<file path="src/rtl/mi_rr_arbiter.sv">
// mi_rr_arbiter
//   Round-robin arbiter that lets PORTS independent MI masters share one MI
//   slave port. One request at a time is held on the shared port until the
//   slave accepts it. The owner of every accepted read goes into an in-order
//   tag FIFO, and read responses are steered back to that owner.
//
//   state      | meaning
//   -----------+-----------------------------------------------------------
//   ST_IDLE    | no grant; OUT_* driven to zero
//   ST_GRANTED | port grant_idx drives OUT_* and receives OUT_ARDY
//
// Ports
//   CLK, RESET          clock, synchronous active-high reset
//   IN_ADDR/DWR/BE      per-port request fields, port i in slice i
//   IN_WR, IN_RD        per-port write/read requests
//   IN_ARDY             per-port accept (only the granted port sees OUT_ARDY)
//   IN_DRD, IN_DRDY     read data (OUT_DRD broadcast) and per-port data valid
//   OUT_ADDR/DWR/BE     shared request toward the slave
//   OUT_WR, OUT_RD      shared request strobes
//   OUT_ARDY            slave accept
//   OUT_DRD, OUT_DRDY   slave read data and data valid
//   ERR_UNEXP_DRDY      sticky: read data arrived with no read outstanding
module mi_rr_arbiter #(
  parameter int PORTS          = 4,
  parameter int ADDR_WIDTH     = 32,
  parameter int DATA_WIDTH     = 32,
  parameter int RD_OUTSTANDING = 8
) (
  input  logic                           CLK,
  input  logic                           RESET,
  input  logic [PORTS*ADDR_WIDTH-1:0]    IN_ADDR,
  input  logic [PORTS*DATA_WIDTH-1:0]    IN_DWR,
  input  logic [PORTS*DATA_WIDTH/8-1:0]  IN_BE,
  input  logic [PORTS-1:0]               IN_WR,
  input  logic [PORTS-1:0]               IN_RD,
  output logic [PORTS-1:0]               IN_ARDY,
  output logic [PORTS*DATA_WIDTH-1:0]    IN_DRD,
  output logic [PORTS-1:0]               IN_DRDY,
  output logic [ADDR_WIDTH-1:0]          OUT_ADDR,
  output logic [DATA_WIDTH-1:0]          OUT_DWR,
  output logic [DATA_WIDTH/8-1:0]        OUT_BE,
  output logic                           OUT_WR,
  output logic                           OUT_RD,
  input  logic                           OUT_ARDY,
  input  logic [DATA_WIDTH-1:0]          OUT_DRD,
  input  logic                           OUT_DRDY,
  output logic                           ERR_UNEXP_DRDY
);

  localparam int BEW  = DATA_WIDTH / 8;
  localparam int IDXW = $clog2(PORTS);
  localparam int PTRW = $clog2(RD_OUTSTANDING);
  localparam int CNTW = PTRW + 1;

  typedef enum logic {ST_IDLE, ST_GRANTED} state_t;

  state_t            state, state_n;
  logic [IDXW-1:0]   grant_idx, grant_idx_n;
  logic [IDXW-1:0]   rr_ptr, rr_ptr_n;
  logic [IDXW-1:0]   rr_inc;
  logic              grant_vld;

  logic [IDXW-1:0]   tag_mem [RD_OUTSTANDING];
  logic [PTRW-1:0]   wr_ptr, rd_ptr;
  logic [CNTW-1:0]   rd_count;
  logic [IDXW-1:0]   head_tag;
  logic              err_unexp;

  logic [ADDR_WIDTH-1:0] addr_arr [PORTS];
  logic [DATA_WIDTH-1:0] dwr_arr  [PORTS];
  logic [BEW-1:0]        be_arr   [PORTS];

  logic              gnt_wr, gnt_rd;
  logic              accept, push, pop;
  logic              full, sel_full;
  logic [PORTS-1:0]  elig, gnt_onehot;
  logic [IDXW:0]     pick_idle, pick_rearb;
  logic [PORTS-1:0]  ardy_vec, drdy_vec;

  // First set bit of req scanning upward from start with wrap-around.
  // Returns {found, index}.
  function automatic logic [IDXW:0] rr_pick(input logic [PORTS-1:0] req,
                                            input logic [IDXW-1:0]  start);
    logic            found;
    logic [IDXW-1:0] win;
    logic [IDXW-1:0] idx;
    found = 1'b0;
    win   = '0;
    for (int k = 0; k < PORTS; k++) begin
      idx = IDXW'((int'(start) + k) % PORTS);
      if (!found && req[idx]) begin
        found = 1'b1;
        win   = idx;
      end
    end
    return {found, win};
  endfunction

  for (genvar g = 0; g < PORTS; g++) begin : g_slice
    assign addr_arr[g] = IN_ADDR[g*ADDR_WIDTH +: ADDR_WIDTH];
    assign dwr_arr[g]  = IN_DWR[g*DATA_WIDTH +: DATA_WIDTH];
    assign be_arr[g]   = IN_BE[g*BEW +: BEW];
  end

  assign grant_vld = (state == ST_GRANTED);
  assign gnt_wr    = IN_WR[grant_idx];
  assign gnt_rd    = IN_RD[grant_idx];

  assign OUT_WR   = grant_vld & gnt_wr;
  assign OUT_RD   = grant_vld & gnt_rd;
  assign OUT_ADDR = grant_vld ? addr_arr[grant_idx] : '0;
  assign OUT_DWR  = grant_vld ? dwr_arr[grant_idx]  : '0;
  assign OUT_BE   = grant_vld ? be_arr[grant_idx]   : '0;

  assign accept = (OUT_RD | OUT_WR) & OUT_ARDY;
  // RD together with WR counts as a read for the tag FIFO.
  assign push   = accept & OUT_RD;
  assign pop    = OUT_DRDY & (rd_count != '0);

  assign full = (rd_count == CNTW'(RD_OUTSTANDING));
  // The re-selection that follows a read accept must also see the slot that
  // read is taking, otherwise a second read could be granted into a FIFO
  // that is already full. A same-cycle pop is deliberately ignored.
  assign sel_full = full | (push & (rd_count == CNTW'(RD_OUTSTANDING - 1)));

  assign elig = IN_WR | (IN_RD & {PORTS{~sel_full}});

  always_comb begin
    gnt_onehot            = '0;
    gnt_onehot[grant_idx] = 1'b1;
  end

  assign rr_inc     = (grant_idx == IDXW'(PORTS - 1)) ? '0 : grant_idx + 1'b1;
  assign pick_idle  = rr_pick(elig, rr_ptr);
  assign pick_rearb = rr_pick(elig & ~gnt_onehot, rr_inc);

  always_comb begin
    state_n     = state;
    grant_idx_n = grant_idx;
    rr_ptr_n    = rr_ptr;
    case (state)
      ST_IDLE: begin
        if (pick_idle[IDXW]) begin
          state_n     = ST_GRANTED;
          grant_idx_n = pick_idle[IDXW-1:0];
        end
      end
      ST_GRANTED: begin
        if (accept) begin
          rr_ptr_n = rr_inc;
          if (pick_rearb[IDXW]) begin
            grant_idx_n = pick_rearb[IDXW-1:0];
          end else begin
            state_n = ST_IDLE;
          end
        end else if (!(gnt_wr | gnt_rd)) begin
          // Master withdrew its request; fairness pointer is left alone.
          state_n = ST_IDLE;
        end
      end
      default: state_n = ST_IDLE;
    endcase
  end

  always_ff @(posedge CLK) begin
    if (RESET) begin
      state     <= ST_IDLE;
      grant_idx <= '0;
      rr_ptr    <= '0;
    end else begin
      state     <= state_n;
      grant_idx <= grant_idx_n;
      rr_ptr    <= rr_ptr_n;
    end
  end

  always_ff @(posedge CLK) begin
    if (push) begin
      tag_mem[wr_ptr] <= grant_idx;
    end
  end

  always_ff @(posedge CLK) begin
    if (RESET) begin
      wr_ptr    <= '0;
      rd_ptr    <= '0;
      rd_count  <= '0;
      err_unexp <= 1'b0;
    end else begin
      if (push) wr_ptr <= wr_ptr + 1'b1;
      if (pop)  rd_ptr <= rd_ptr + 1'b1;
      case ({push, pop})
        2'b10:   rd_count <= rd_count + 1'b1;
        2'b01:   rd_count <= rd_count - 1'b1;
        default: rd_count <= rd_count;
      endcase
      if (OUT_DRDY && (rd_count == '0)) err_unexp <= 1'b1;
    end
  end

  assign head_tag = tag_mem[rd_ptr];

  always_comb begin
    ardy_vec = '0;
    if (grant_vld) ardy_vec[grant_idx] = OUT_ARDY;
  end

  always_comb begin
    drdy_vec = '0;
    if (pop) drdy_vec[head_tag] = 1'b1;
  end

  assign IN_ARDY        = ardy_vec;
  assign IN_DRDY        = drdy_vec;
  assign IN_DRD         = {PORTS{OUT_DRD}};
  assign ERR_UNEXP_DRDY = err_unexp;

endmodule

</file>
<file path="config.mk">
export PLATFORM = sky130hd
export DESIGN_NAME = mi_rr_arbiter
export DESIGN_NICKNAME = d
export VERILOG_FILES = /design/src/rtl/mi_rr_arbiter.sv
export SDC_FILE = /design/constraint.sdc
export NUM_CORES = 1
export LEC_CHECK = 0
export BUFFER_PORTS_ARGS = -buffer_cell sky130_fd_sc_hd__buf_2
export CORE_AREA = 2 2 201 203
export DETAILED_ROUTE_END_ITERATION = 8
export DIE_AREA = 0 0 203 205
export SYNTH_ARGS = -nofsm -noshare
export SYNTH_HDL_FRONTEND = slang
export SYNTH_SLANG_ARGS = --single-unit
</file>
<file path="constraint.sdc">
create_clock -name CLK -period 3.2 [get_ports CLK]
set_clock_uncertainty 0.15 [all_clocks]
set_input_delay 0.48 -clock CLK [delete_from_list [all_inputs] [get_ports CLK]]
set_output_delay 0.48 -clock CLK [all_outputs]
set_load 0.005 [all_outputs]
</file>
==> metrics.sh <==
SYN_INST=528
POST_CTS_RESIZE_COUNT=0
TIMING.CRITICAL_PATH.SLOWEST_CELL_DELAY_NS=0.54
CRITPATHREQUIREDTIME_NS=2.57
FINALHOLDWORSTSLACK_NS=0.3053
POST-CTS-SETUP-BUFFER-COUNT=0
ROUTEDWLPERCELL_UM=21.06
DRT-PASS1-ITER-COUNT=5
YS.WARNINGS.COUNT=0
FP.DIEAREA_UM2=41620
COMBINATIONAL_FAMILY_WITH_THE_MOST_AREA_AFTER_SYNTHESIS='multiplexers'
POST_SYNTH_FA_HA_MAJ_AREA_FRACTION_PCT=2.509
ANTENNA_LEFT=0
PROPORTION_OF_SYNTHESIZED_AREA_IN_MUX_CELLS_PCT=33.04
MAX-CAP-VIOLATIONS=0
SYNTH_SEQ_AREA_SHARE_PCT=16.28
SYN_AVG_CELL_AREA_UM2=10.01
SYNTH.FF_LATCH_COUNT=35
DP_HPWL_UM=23870
ROUTED_WIRELENGTH_UM=26860
CORE_UM2=39370
ASYNC_RESET_FF_SHARE_PCT=0
SYNTH-EDFF-COUNT=16
LEAKAGEPOWER_nW=2.994
INITIAL_UTILIZATION_PCT=13.43
TIMING.CRITICAL_PATH.FANOUT_MAX=4
SYNTH-XOR-AREA-SHARE_PCT=1.160
TIMING.FINAL.HOLD_VIOLATIONS=0
GLOBALROUTEOVERFLOWTOTAL=0
VERT_DIE_DIM_UM=205
TIGHTEST_SLEW_NS=0.7321
TIMING.CRITICAL_PATH.TO_TYPE='primary output'
GRT_MAX_DEGREE=59
COMMONEST_CELLS_AFTER_ROUTING_FILL_AND_TAPS_ASIDE='buf_2 (362), mux4_2 (73), and2_1 (72)'
MAXCLOCKFREQUENCY_GHz=0.3425
SHARE_OF_THE_CORE_FILLED_WITH_CELLS_PCT=17.60
CLOCK_LATENCY_NS=0.28
IO-PIN-COUNT=523
CP_DATA_ARRIVAL_TIME_NS=2.29
MIN_PERIOD_OVER_PERIOD_PCT=91.24
PATH_CLASS='flip-flop to primary output'
CTS.PATH.MAX_BUFFERS=2
POST_DP_CELL_AREA_UM2=6751
LAYOUT-DRIVE-GT1-SHARE_PCT=63.14
PLACE_CONGESTION=0.9201
FIN_AREA_UM2=6930
CRITICAL_PATH.STARTPOINT_TYPE='flip-flop'
CHIPWIDTH_UM=203
DETAIL_ROUTE.DRC_VIOLATIONS=0
CLKSINKCOUNT=35
VIAS_PER_CELL=3.955
SETUP_TOTAL_NEGATIVE_SLACK_NS=0
NUMBER_OF_GLOBAL_ROUTE_VIAS_BEFORE_REPAIR=5219
LAYOUT_COMMONEST_CELL='buf_2'
REPORT.FINAL.SETUP_VIOL=0
AREA_DELTA_SYNTH_FINAL_PCT=31.10
CTS-BUFFERS-INSERTED=5
SETUP_REPAIR_AFTER_GLOBAL_ROUTING_MISSED_ITS_MARGIN='no'
WORSTPATHCELLLIST='mux4_2 -> mux2_2 -> or3b_2 -> nor2_1 -> buf_2'
PLACEDCELLCOUNT=1263
SYNTH_COMPOUND_GATE_AREA_SHARE_PCT=7.716
BUFFER_PORTS.INSERTED=362
POWER_DENSITY_nW_PER_UM2=409.0
SYNTH_SIMPLE_GATE_AREA_SHARE_PCT=17.63
FINAL.MIN_CLOCK_PERIOD_NS=2.920
CTSHOLDBUFFERS=0
CLOCK-ROOT-BUFFER='clkbuf_16'
GLOBALROUTETOTALUTIL_PCT=12.47
MOST_FREQUENTLY_USED_FLOP_MASTER_AFTER_SYNTHESIS='dfxtp_1'
FINAL_CELL_COUNT_NO_FILL=1275
DR_TOTAL_VIAS=5042
STATUS='completed'
HTREEDEPTH=2
SLEW_HEADROOM_PCT=51.19
TIGHTEST_HOLD_CHECK_TYPE='primary input to flip-flop'
SYNTHDISTINCTLIBCELLS=60
CRIT_SLOWEST_CELL='mux4_2'
DESIGN.FINAL.NETS=1071
ANTENNA_VIOLATIONS_BEFORE_REPAIR=8
VDD_DROP_MAX_uV=208.8
POSTSYNTHNETCOUNT=854
CLKSLEWWORSTSETUPHOLDPATHS_NS=0.06
FIRST_ITER_VIOLATIONS=279
CORE.ROWCOUNT=73
FINAL_MAX_SLEW_VIOLATION_COUNT=0
WIRE_LENGTH_OF_THE_FIRST_GLOBAL_ROUTING_PASS_UM=37270
NETLIST_AREA_UM2=5286
CTS_TREE='done'
==> layer usage <==
metal / global-route usage [%] / routed length [µm] / vias up
met2: 19.61 / 12110 / 383
met4: 1.747 / 211 / 4
met3: 5.393 / 3249 / 22
met5: 0 / 23 / -
met1: 16.14 / 11260 / 2386
li1: - / - / 2247
==> synthesized netlist by cell type (3+ instances only) <==
library cell,instances,area (µm²)
a21oi_1,17,85.08
and2_1,72,450.4
and3_1,4,25.02
buf_1,9,33.78
buf_2,3,15.01
buf_4,128,960.9
clkbuf_1,21,78.83
dfxtp_1,19,380.4
edfxtp_1,16,480.5
ha_1,9,112.6
inv_1,11,41.29
mux2i_1,8,80.08
mux4_2,73,1644
nand2_1,12,45.04
nand2b_1,6,37.54
nand3_1,6,30.03
nor2_1,36,135.1
nor3_1,9,45.04
nor4_1,4,25.02
o21ai_0,5,25.02
o22ai_1,4,25.02
xnor2_1,3,26.28
xor2_1,4,35.03
==> cells by family after synthesis <==
group	Yosys count
simple gates	164
buf+inv	174
mux	83
flops	35
compound gates	55
fa+ha+maj	10
xor+xnor	7
==> worst paths after layout <==
path                                                   from                           to  slack [ns]  cells after the start
worst min register to register  ERR_UNEXP_DRDY$_SDFFE_PP0P_  ERR_UNEXP_DRDY$_SDFFE_PP0P_        0.34                      2
worst max register to register     rd_count[0]$_SDFFE_PP0P_    grant_idx[1]$_SDFFE_PP0P_        0.39                      8
worst min-delay path                               OUT_DRDY  ERR_UNEXP_DRDY$_SDFFE_PP0P_        0.31                      3
worst max-delay path                              flip-flop                   IN_DRDY[1]        0.28                      5
==> flip-flops by register name (all words and copies together), names as in the netlist, named ones only <==
signal / flops
wr_ptr: 3
tag_mem: 16
grant_idx: 2
grant_vld: 1
rr_ptr: 2
ERR_UNEXP_DRDY: 1
rd_count: 4
rd_ptr: 3
==> area by class of cell <==
class | count | area (µm²)
clock buffer | 5 | 125.1
inverter | 12 | 45.04
fill | 4451 | 32440
sequential | 35 | 869.6
timing repair buffer | 372 | 1899
antenna | 4 | 10.01
clock inverter | 3 | 43.79
multi-input combinational | 319 | 3281
tap | 525 | 656.9
==> critical path: cells and delay by family, from the launching register on <==
kind	cells	cell delay, ns
buf+inv	1	0.12
mux	2	0.85
flops	1	0.47
simple gates	2	0.57
==> where the power goes <==
part           leakage [nW]  switching, mW  internal [mW]  total, mW
clock                0.0838          0.179          0.367      0.545
combinational          2.61          0.877          0.830       1.71
sequential            0.303         0.0643          0.518      0.582
total                  2.99           1.12           1.71       2.83
==> through the flow <==
stage / setup slack [ns] / power [mW]
floorplan: 0.3186 / 1.715
detailed placement: 0.3906 / 2.331
global placement: 0.3747 / 2.322
global route: 0.1621 / 3.045
CTS: 0.2523 / 2.885
finish: 0.2803 / 2.835
(Power assumes the default switching activity.)
